--- src/rtl/div_pkg.sv ---
// Shared types and defaults for the sequential divider.
package div_pkg;

    localparam int unsigned DIV_WIDTH = 32;

    typedef enum logic [1:0] {
        IDLE,
        CALC,
        FIX,
        DONE
    } div_state_t;

endpackage

--- src/rtl/twos_neg.sv ---
// Combinational conditional two's-complement negate.
module twos_neg #(
    parameter int unsigned WIDTH = 32
) (
    input  logic [WIDTH-1:0] in,
    input  logic             neg,
    output logic [WIDTH-1:0] out
);

    always_comb begin
        out = neg ? (~in + WIDTH'(1)) : in;
    end

endmodule

--- src/rtl/div_seq.sv ---
// Sequential restoring divider: signed/unsigned quotient (Lo) and remainder (Hi),
// one quotient bit per cycle with a start/busy/done handshake.
module div_seq
    import div_pkg::*;
#(
    parameter int unsigned WIDTH = DIV_WIDTH
) (
    input  logic             clk,
    input  logic             reset,
    input  logic             divStart,
    input  logic             isSigned,
    input  logic [WIDTH-1:0] A,
    input  logic [WIDTH-1:0] B,
    output logic             busy,
    output logic             done,
    output logic             DivZero,
    output logic [WIDTH-1:0] Hi,
    output logic [WIDTH-1:0] Lo
);

    localparam int unsigned CntW = $clog2(WIDTH + 1);

    div_state_t state_q, state_d;

    logic [WIDTH-1:0] dvd_q;
    logic [WIDTH-1:0] dvs_q;
    logic [WIDTH:0]   rem_q;
    logic [WIDTH-1:0] quo_q;
    logic [CntW-1:0]  cnt_q;
    logic             qneg_q;
    logic             rneg_q;
    logic [WIDTH-1:0] hi_q;
    logic [WIDTH-1:0] lo_q;
    logic             divzero_q;

    logic             b_zero;
    logic             a_neg;
    logic             b_neg;
    logic [WIDTH-1:0] abs_a;
    logic [WIDTH-1:0] abs_b;
    logic [WIDTH+1:0] shifted;
    logic [WIDTH+1:0] diff;
    logic             ge;
    logic [WIDTH:0]   rem_next;
    logic [WIDTH-1:0] lo_fix;
    logic [WIDTH-1:0] hi_fix;

    assign b_zero = (B == '0);
    assign a_neg  = isSigned & A[WIDTH-1];
    assign b_neg  = isSigned & B[WIDTH-1];

    twos_neg #(.WIDTH(WIDTH)) u_abs_a (.in(A), .neg(a_neg), .out(abs_a));
    twos_neg #(.WIDTH(WIDTH)) u_abs_b (.in(B), .neg(b_neg), .out(abs_b));

    twos_neg #(.WIDTH(WIDTH)) u_fix_lo (.in(quo_q), .neg(qneg_q), .out(lo_fix));
    twos_neg #(.WIDTH(WIDTH)) u_fix_hi (.in(rem_q[WIDTH-1:0]), .neg(rneg_q), .out(hi_fix));

    // Partial remainder is kept one bit wider so a shifted value up to
    // 2^(WIDTH+1)-1 compares correctly against divisors up to 2^WIDTH-1.
    always_comb begin
        shifted  = {rem_q, dvd_q[WIDTH-1]};
        diff     = shifted - {2'b00, dvs_q};
        ge       = ~diff[WIDTH+1];
        rem_next = ge ? diff[WIDTH:0] : shifted[WIDTH:0];
    end

    // State register
    always_ff @(posedge clk) begin
        if (reset) begin
            state_q <= IDLE;
        end else begin
            state_q <= state_d;
        end
    end

    // Next-state logic
    always_comb begin
        state_d = state_q;
        unique case (state_q)
            IDLE: begin
                if (divStart) begin
                    state_d = b_zero ? DONE : CALC;
                end
            end
            CALC: begin
                if (cnt_q == CntW'(1)) begin
                    state_d = FIX;
                end
            end
            FIX:     state_d = DONE;
            DONE:    state_d = IDLE;
            default: state_d = IDLE;
        endcase
    end

    // Outputs
    always_comb begin
        busy    = (state_q != IDLE);
        done    = (state_q == DONE);
        DivZero = divzero_q;
        Hi      = hi_q;
        Lo      = lo_q;
    end

    // Datapath
    always_ff @(posedge clk) begin
        if (reset) begin
            dvd_q     <= '0;
            dvs_q     <= '0;
            rem_q     <= '0;
            quo_q     <= '0;
            cnt_q     <= '0;
            qneg_q    <= 1'b0;
            rneg_q    <= 1'b0;
            hi_q      <= '0;
            lo_q      <= '0;
            divzero_q <= 1'b0;
        end else begin
            unique case (state_q)
                IDLE: begin
                    if (divStart) begin
                        divzero_q <= b_zero;
                        if (!b_zero) begin
                            dvd_q  <= abs_a;
                            dvs_q  <= abs_b;
                            rneg_q <= a_neg;
                            qneg_q <= a_neg ^ b_neg;
                            cnt_q  <= CntW'(WIDTH);
                            rem_q  <= '0;
                            quo_q  <= '0;
                        end
                    end
                end
                CALC: begin
                    rem_q <= rem_next;
                    quo_q <= {quo_q[WIDTH-2:0], ge};
                    dvd_q <= {dvd_q[WIDTH-2:0], 1'b0};
                    cnt_q <= cnt_q - CntW'(1);
                end
                FIX: begin
                    lo_q <= lo_fix;
                    hi_q <= hi_fix;
                end
                default: ;
            endcase
        end
    end

endmodule

--- config.mk ---
export PLATFORM = sky130hd
export DESIGN_NAME = div_seq
export DESIGN_NICKNAME = d
export VERILOG_FILES = /design/src/rtl/div_pkg.sv /design/src/rtl/twos_neg.sv /design/src/rtl/div_seq.sv
export SDC_FILE = /design/constraint.sdc
export NUM_CORES = 1
export LEC_CHECK = 0
export ABC_CLOCK_PERIOD_IN_PS = 3100
export CAP_MARGIN = 40
export CORE_MARGIN = 10
export CORE_UTILIZATION = 53
export CTS_BUF_LIST = sky130_fd_sc_hd__clkbuf_4
export CTS_CLUSTER_SIZE = 25
export DETAILED_ROUTE_END_ITERATION = 8
export GPL_TIMING_DRIVEN = 0
export PLACE_DENSITY = 0.78
export SKIP_LAST_GASP = 1
export SLEW_MARGIN = 30
export SYNTH_ARGS = -nofsm -noshare
export SYNTH_HDL_FRONTEND = slang
export SYNTH_SLANG_ARGS = --single-unit
--- constraint.sdc ---
create_clock -name clk -period 3.1 [get_ports clk]
set_clock_uncertainty 0.1 [all_clocks]
set_input_delay 0.62 -clock clk [delete_from_list [all_inputs] [get_ports clk]]
set_output_delay 0.62 -clock clk [all_outputs]
set_load 0.01 [all_outputs]
==> flow_metrics.env, run 1 <==
export IMPL_status="finished with violations"
export IMPL_failed_checks="negative setup slack"
export IMPL_grt_pass1_vias=11600
export IMPL_grt_setup_unrepaired="true"
export IMPL_clock_latency_ns=0.68
export IMPL_grt_pass1_wl_um=57900
export IMPL_fp_row_count=55
export IMPL_path_class="flip-flop to flip-flop"
export IMPL_startpoint_type="flip-flop"
export IMPL_ys_seq_area_frac=0.336
export IMPL_htreeDepth=2
export IMPL_cts_tree="done"
export IMPL_crit_fanout=3
export IMPL_drt_wirelength_per_cell_um=17.4
export IMPL_layout_worst_path_cycle_share=1.04
export IMPL_swShare=0.421
export IMPL_fin_util=0.676
export IMPL_die_area_um2=29400
export IMPL_grtUsageMet1=0.316
export IMPL_core_area_um2=22600
export IMPL_syn_area_per_cell_um2=7.72
export IMPL_synth_edff_count=0
export IMPL_fp_dieW_um=171
export IMPL_ir_drop_mv=0.323
export IMPL_p_per_area_nw_per_um2=752
export IMPL_post_route_worst_setup_slack_ns=-0.133
export IMPL_crit_path_cell_trace="or4_4 > or2_1 > or2_4 > or3_4 > or3_4 > or2_4 > o31ai_4 > xor2_2 > a211oi_2"
export IMPL_max_stage_delay_ns=0.52
export IMPL_setup_viol=32
export IMPL_critical_path_top_delay_family="simple AND/OR/NAND/NOR gates"
export IMPL_vias=12300
export IMPL_io_buffers=134
export IMPL_pwr_share_clk=0.191
export IMPL_top_usage_layer="met2"
export IMPL_dieHeight_um=171
export IMPL_synth_flop_cell="dfxtp_1"
export IMPL_slew_headroom=0.530
export IMPL_ant_nets=0
export IMPL_syn_inst=1576
export IMPL_grt_usage=0.238
export IMPL_initial_core_util=0.537
export IMPL_vias_per_cell=5.82
export IMPL_synthToLayoutAreaGrowth_pct=25.8
export IMPL_max_freq_mhz=309
export IMPL_fin_crit_ns=3.23
export IMPL_switching_power_mw=4.85
export IMPL_p_int_mw=6.66
export IMPL_antenna_found_initial=1
export IMPL_grt_overflow=0
export IMPL_dp_final_hpwl_um=27100
export IMPL_tns_ns=-1.68
export IMPL_synth_seq_cells=204
export IMPL_cp_num_buf_inv=0
export IMPL_worstPathRequired_ns=3.49
export IMPL_cts_clk_slew_worst_paths_ns=0.07
export IMPL_mappedNetlistArea_um2=12200
export IMPL_worstHoldPathType="flip-flop to flip-flop"
export IMPL_grt_max_degree=20
export IMPL_worstMarginPinSlew_ns=0.705
export IMPL_drt_total_wl_um=36800
export IMPL_fill_cells=1935
export IMPL_critPathArrivalTime_ns=3.62
export IMPL_route_detailed_drc=0
export IMPL_maxSlewViolCount=0
export IMPL_pwr_share_comb=0.507
export IMPL_pin_count=135
export IMPL_cts_max_path_buffers=3
export IMPL_fin_nets=1905
export IMPL_endpoint_kind="flip-flop"
export IMPL_max_cap_violations=0
export IMPL_cts_sinks=204
export IMPL_ys_types=70
export IMPL_drt_initial_drc_count=1083
export IMPL_synth_fp_nets=1688
export IMPL_crit_slowest_cell="or4_4"
export IMPL_layout_drive_gt1_share=0.126
export IMPL_yosys_warnings=0
export IMPL_p_leak_nw=5.89
export IMPL_drt_pass1_iter_count=6
export IMPL_synth_async_sr_flop_share=0
export IMPL_numCtsBuffers=52
export IMPL_clock_root_buffer="clkbuf_4"
export IMPL_use_met3=0.0559
export IMPL_hold_viol=0
export IMPL_place_congestion=0.943
export IMPL_seq_power_share=0.302
export IMPL_gr_usage_met2=0.374
export IMPL_cts_hold_buf=0
-- layout by cell type, fill, tap and decap left out, types with 25 or more instances in the layout --
cell type	synthesis	layout
inv_1	62	60
o31ai_1	34	31
xor2_1	86	85
nand3_1	46	46
o21ai_0	49	46
buf_4	0	35
nor2_1	169	168
nor3_1	25	25
ha_1	43	33
a21oi_1	140	134
nand2_1	221	220
clkbuf_4	0	81
xnor2_1	61	61
clkbuf_1	78	64
a211oi_1	91	90
clkdlybuf4s50_1	0	133
dfxtp_1	204	188
o211ai_1	27	27
-- metal layers --
layer	up-vias	wire, µm	part of all wire
met1	5686	16400	0.45
li1	6056	-	-
met5	-	0	0
met4	0	811	0.022
met3	71	3180	0.087
met2	483	16300	0.44
-- cell families after synthesis --
family	Yosys count	synth area share
flops	204	0.336
compound gates	438	0.239
xor+xnor	147	0.106
buf+inv	166	0.0539
mux	13	0.0107
simple gates	564	0.209
fa+ha+maj	44	0.0459
-- registers in the layout (all words and copies together), names as in the netlist --
register and cells:
rem_q 33, Hi 32, Lo 32, dvd_q 32, dvs_q 32, quo_q 32, cnt_q 6, state_q 2
DivZero 1, qneg_q 1, rneg_q 1
-- worst register-to-register path: stages (launching register included) --
cell	delay, ns
dfxtp_4	0.34
or4_4	0.52
or2_1	0.23
or2_4	0.24
or3_4	0.37
or3_4	0.34
or2_4	0.26
o31ai_4	0.27
xor2_2	0.27
a211oi_2	0.12
-- cells in the mapped netlist (all sizes together), types with 3 or more instances --
master	count	share of area
o41ai	12	0.0099
inv	62	0.019
xnor2	61	0.044
o211ai	27	0.017
nor3	25	0.010
a221o	16	0.013
and2	6	0.0031
xor2	86	0.062
dfxtp	204	0.34
a211oi	92	0.057
nor2	171	0.053
o21a	4	0.0025
a21oi	141	0.058
nand4	19	0.0098
or2	7	0.0040
nor4	10	0.0064
buf	26	0.011
clkbuf	78	0.024
a21o	19	0.012
o311ai	4	0.0029
o21bai	4	0.0025
mux2i	13	0.011
o21ai	51	0.021
nand3b	3	0.0019
a31oi	13	0.0067
nor2b	6	0.0031
and3	9	0.0046
or3	16	0.0091
nand2b	7	0.0036
nand2	221	0.068
o31ai	35	0.022
nand3	46	0.019
ha	43	0.044
or4	12	0.0077
-- path summary, 6_finish.rpt --
kind,cells after the start,end,start,slack (ns)
worst min register to register,2,dvd_q[21],dvd_q[21],0.35
worst max register to register,9,Hi[31],rem_q[6],-0.13
worst max-delay path,9,Hi[31],rem_q[6],-0.13
worst min-delay path,2,dvd_q[21],dvd_q[21],0.35
-- power by group through the flow --
| stage | clock [mW] | combinational [mW] | sequential (mW) |
|---|---|---|---|
| final | 2.20 | 5.84 | 3.47 |
| after global routing | 2.38 | 6.34 | 3.53 |
| after CTS | 2.23 | 5.52 | 3.46 |
| after detailed placement | 0 | 5.07 | 3.51 |
| after global placement | 0 | 4.98 | 3.49 |
| after floorplan | 0 | 3.36 | 3.55 |
-- cell type report --
cell class                      count  area, µm²  share of cell area
Antenna cell                        1       2.50            0.000164
Buffer                             99        484              0.0316
Clock buffer                       76        571              0.0373
Clock inverter                     11       46.3             0.00303
Inverter                           62        235              0.0154
Multi-Input combinational cell   1206       7850               0.513
Sequential cell                   204       4120               0.269
Tap cell                          285        357              0.0233
Timing Repair Buffer              168       1640               0.107
-- through the flow --
step / worst slack, ns / instance area, µm² / total power, mW / cells / hold slack [ns]
after CTS: -0.0986 / 15000 / 11.2 / 2100 / 0.356
after detailed placement: -1.13 / 13900 / 8.58 / 1995 / 0.346
after global routing: -0.200 / 15300 / 12.3 / 2112 / 0.369
after floorplan: -0.0106 / 12200 / 6.91 / 1576 / 0.331
after global placement: -1.07 / 13900 / 8.47 / 1995 / 0.338
final: -0.133 / 15300 / 11.5 / 2112 / 0.354
-- timing repair --
item,4_1_cts,5_1_grt
pin swaps,44,11
hold endpoints to repair,0,0
buffers inserted,19,11
cloned,3,0
resized for setup,78,53
endpoints found under the setup margin,125,132
No activity file was read; power rests on OpenSTA's default activity.
==> run 2: changes to the inputs <==
Settings changed: SLEW_MARGIN 30 to unset.
==> flow_metrics.env, run 2 (synthesis results as in run 1) <==
export IMPL_status="finished with violations"
export IMPL_failed_checks="negative setup slack"
export IMPL_r2r_end="Hi[31]"
export IMPL_reg2reg_depth=9
export IMPL_drt_initial_drc_count=1096
export IMPL_max_freq_mhz=309
export IMPL_path_class="flip-flop to flip-flop"
export IMPL_ant_nets=0
export IMPL_worstHoldPathType="primary input to flip-flop"
export IMPL_setup_viol=32
export IMPL_final_cell_mix="220 x nand2_1, 188 x dfxtp_1, 168 x nor2_1"
export IMPL_fin_nets=1904
export IMPL_cts_tree="done"
export IMPL_worstPathRequired_ns=3.49
export IMPL_min_delay_start="B[2]"
export IMPL_crit_fanout=3
export IMPL_largest_register_ffs=33
export IMPL_hold_viol=0
export IMPL_initial_core_util=0.537
export IMPL_drt_total_wl_um=36700
export IMPL_grt_setup_unrepaired="true"
export IMPL_power_mw=11.5
export IMPL_die_area_um2=29400
export IMPL_crit_start="rem_q[6]"
export IMPL_clock_latency_ns=0.68
export IMPL_antenna_found_initial=1
export IMPL_endpoint="Hi[31]"
export IMPL_regMostFlops="rem_q"
export IMPL_fp_row_count=55
export IMPL_max_cap_violations=0
export IMPL_fp_dieW_um=171
export IMPL_post_route_worst_setup_slack_ns=-0.139
export IMPL_drt_pass1_iter_count=6
export IMPL_holdWs_ns=0.343
export IMPL_synthToLayoutAreaGrowth_pct=25.8
export IMPL_route_detailed_drc=0
export IMPL_dieHeight_um=171
export IMPL_cts_hold_buf=0
export IMPL_ir_drop_mv=0.323
export IMPL_pin_count=135
export IMPL_dp_slack_ns=-1.13
export IMPL_cts_max_path_buffers=3
export IMPL_cts_clk_slew_worst_paths_ns=0.07
export IMPL_clock_root_buffer="clkbuf_4"
export IMPL_tns_ns=-1.48
export IMPL_numCtsBuffers=52
export IMPL_p_per_area_nw_per_um2=751
export IMPL_slew_headroom=0.403
export IMPL_drt_wirelength_per_cell_um=17.4
export IMPL_grt_usage=0.238
export IMPL_vias=12300
export IMPL_r2r_start="rem_q[6]"
export IMPL_layout_drive_gt1_share=0.125
export IMPL_ff2ff_setup_slack_ns=-0.14
export IMPL_worstMarginPinSlew_ns=0.896
export IMPL_vias_per_cell=5.83
export IMPL_layout_worst_path_cycle_share=1.04
export IMPL_grt_pass1_vias=11600
export IMPL_htreeDepth=2
export IMPL_startpoint_type="flip-flop"
export IMPL_placed_cells=1995
export IMPL_layoutNonFillerInstCount=2111
export IMPL_fin_crit_ns=3.24
export IMPL_io_buffers=134
export IMPL_place_congestion=0.943
export IMPL_dp_final_hpwl_um=27100
export IMPL_maxSlewViolCount=0
export IMPL_grt_pass1_wl_um=57900
export IMPL_core_area_um2=22600
export IMPL_critPathArrivalTime_ns=3.63
export IMPL_grt_overflow=0
export IMPL_grt_max_degree=20
export IMPL_p_leak_nw=5.89
export IMPL_cts_sinks=204
export IMPL_endpoint_kind="flip-flop"
export IMPL_final_common_cell="nand2_1"
==> run 2: cell type report <==
cell class              instances  area [µm²]
clock buffers                  76         571
flip-flops and latches        204        4120
plain buffers                  99         484
clock inverters                11        46.3
inverters                      62         235
fillers                      1929        7340
well taps                     285         357
repair buffers                167        1630
multi-input cells            1206        7860
diodes                          1        2.50
==> run 2: per-stage QoR <==
stage / utilization / cell area (µm²)
floorplan: - / 12200
global placement: 0.614 / 13900
detailed placement: 0.614 / 13900
CTS: 0.664 / 15000
global route: 0.676 / 15300
finish: 0.676 / 15300
==> run 2: metal layers <==
layer | GRT usage | share of wire | up-vias
met1 | 0.316 | 0.45 | 5667
met2 | 0.374 | 0.44 | 503
li1 | - | - | 6056
met4 | 0.0752 | 0.023 | 0
met5 | 0 | 0 | -
met3 | 0.0559 | 0.088 | 76
==> run 2: power by group <==
group	internal, mW	switching, mW
logic	2.40	3.43
registers	3.15	0.317
clock network	1.11	1.08
==> run 2: worst min-delay path by stage <==
stage,endpoint,slack (ns),depth (start not counted)
after detailed placement,dvd_q[2],0.35,2
final,dvs_q[2],0.34,4
after global placement,dvd_q[8],0.34,2
after CTS,dvd_q[20],0.36,2
after floorplan,dvd_q[27],0.33,2
after global routing,dvd_q[22],0.37,2
==> run 2: critical path: stages (launching register included) <==
cell	delay, ns
dfxtp_4	0.34
or4_4	0.52
or2_1	0.23
or2_4	0.24
or3_4	0.37
or3_4	0.34
or2_4	0.26
o31ai_4	0.28
xor2_2	0.27
a211oi_2	0.12
==> run 2: what timing repair did <==
action	4_1_cts	5_1_grt
hold endpoints to repair	0	0
resized for setup	78	53
gates cloned	3	0
buffers inserted	19	11
endpoints found under the setup margin	125	132
pin swaps	44	8
==> RTL edit, RTL diff (settings of run 1) <==
Set the package constant `DIV_WIDTH` to 16 (it was 32).
--- a/src/rtl/div_pkg.sv
+++ b/src/rtl/div_pkg.sv
@@ -1,7 +1,7 @@
 // Shared types and defaults for the sequential divider.
 package div_pkg;
 
-    localparam int unsigned DIV_WIDTH = 32;
+    localparam int unsigned DIV_WIDTH = 16;
 
     typedef enum logic [1:0] {
         IDLE,
Ports: changed (resized A, B, Hi and Lo); port bits go from 135 to 71. The function was not compared with the original's and may differ.
==> RTL edit against run 1 <==
Synthesized cell count fell by 52%. Critical path depth up 2. Clock power decreased by 70%. Sequential cell count down 97. Global-route usage shrank 4.8 points. Via count fell by 54%. Maximum frequency grew 11%. Power is 53% lower. Synthesized area fell by 50%. Cell area decreased by 53%. Setup slack better by 320 ps. Routed wire length down 57%.
==> RTL edit: results (changes against run 1) <==
status: "completed"  # was finished, violations left
hold_slack_ps: 373  # was 354 ps
via_per_inst: 5.74  # was 5.82
ys_seq_area_share_pct: 35.0  # was 33.6%
clk_latency_ps: 470  # was 680 ps
met2_usage_pct: 30.4  # was 37.4%
grt_pass1_vias: 5376  # was 11600
r2r_slack_ps: 180  # was -130 ps
r2r-start: "dvd_q[15]$_SDFFE_PP0P_"  # was rem_q[6]$_SDFFE_PP0P_
syn_nets: 824  # was 1688
drt_iter0_markers: 311  # was 1083
diodes: 0  # was 1
cts_resized: 0  # was 78
avgRoutedWirePerCell_um: 15.9  # was 17.4 um
dp.cells: 971  # was 1995
irDropWorstVdd_v: 0.000357  # was 0.000323 V
setup.worst_path.end: "rem_q[16]$_SDFFE_PP0P_"  # was Hi[31]$_SDFFE_PP0P_
cts.path.max_buffers: 2  # was 3
rr_worst_depth: 11  # was 9
worstHoldStart: "dvd_q[13]$_SDFFE_PP0P_"  # was dvd_q[21]$_SDFFE_PP0P_
grt_util_met3_pct: 4.09  # was 5.59%
cp.arrival_ps: 3240  # was 3620 ps
yosysUniqueCellTypes: 61  # was 70
largest_reg_flops: 17  # was 33
clk_pin_slew_ps: 170  # was 70 ps
htreeDepth: 3  # was 2
cts_setup_buffers: 0  # was 19
grt_pass1_wl_um: 26200  # was 57900 um
place_ws_ps: -437  # was -1130 ps
n_fill_cell: 1017  # was 1935
leakagePower_nw: 2.69  # was 5.89 nW
grt_usage_pct: 19.0  # was 23.8%
holdPathEnd: "dvd_q[13]$_SDFFE_PP0P_"  # was dvd_q[21]$_SDFFE_PP0P_
dpl.hpwl_um: 12500  # was 27100 um
postPlaceCellArea_mm2: 0.00699  # was 0.0139 mm2
layout.cells.non_filler: 990  # was 2112
drtPass1Iterations: 5  # was 6
cts_made_buffers: 9  # was 52
-- RTL edit: cell count changes after synthesis, sizes merged, moves of 26 or more --
cell | before | now
xnor2 | 61 | 34
dfxtp | 204 | 107
o31ai | 35 | 6
a21oi | 141 | 57
nor2 | 171 | 96
clkbuf | 78 | 27
a211oi | 92 | 31
xor2 | 86 | 34
inv | 62 | 36
nand2 | 221 | 75
-- RTL edit: critical path: stages, from the launching register on --
cell and delay, ps:
dfxtp_1 360, inv_1 80, ha_1 160, inv_1 60
fa_1 420, a211oi_1 320, nor3_1 150, nor4b_2 310
nor2_1 130, and3_1 210, or4_1 500, nand3_1 80
-- RTL edit: final cells by class --
type / count / share of cell area [%]
multi-input cells: 578 / 51.8
well taps: 143 / 2.50
plain buffers: 38 / 2.22
inverters: 37 / 1.94
flip-flops and latches: 107 / 29.9
repair buffers: 71 / 9.79
clock buffers: 9 / 0.944
clock inverters: 7 / 0.874
-- RTL edit: cell families after synthesis --
kind of cell               count (synthesis)  share of synthesized area (%)
DFF                                      107                           35.0
buffers and inverters                     75                           4.84
muxes                                     31                           5.06
and+or+nand+nor                          258                           19.0
adders and majority gates                 28                           5.84
AOI/OAI and AO/OA                        193                           20.5
xor gates and xnor gates                  68                           9.84
-- RTL edit: power breakdown --
group | switching [mW] | internal (mW) | total [mW]
clock | 0.486 | 0.177 | 0.663
sequential | 0.227 | 1.68 | 1.90
combinational | 1.59 | 1.25 | 2.83
total | 2.30 | 3.10 | 5.40
-- RTL edit: per-layer routing --
| metal | wire length (um) | vias to the layer above |
|---|---|---|
| met3 | 1070 | 10 |
| met4 | 115 | 0 |
| li1 | - | 2858 |
| met1 | 7300 | 2645 |
| met2 | 7250 | 171 |
| met5 | 0 | - |
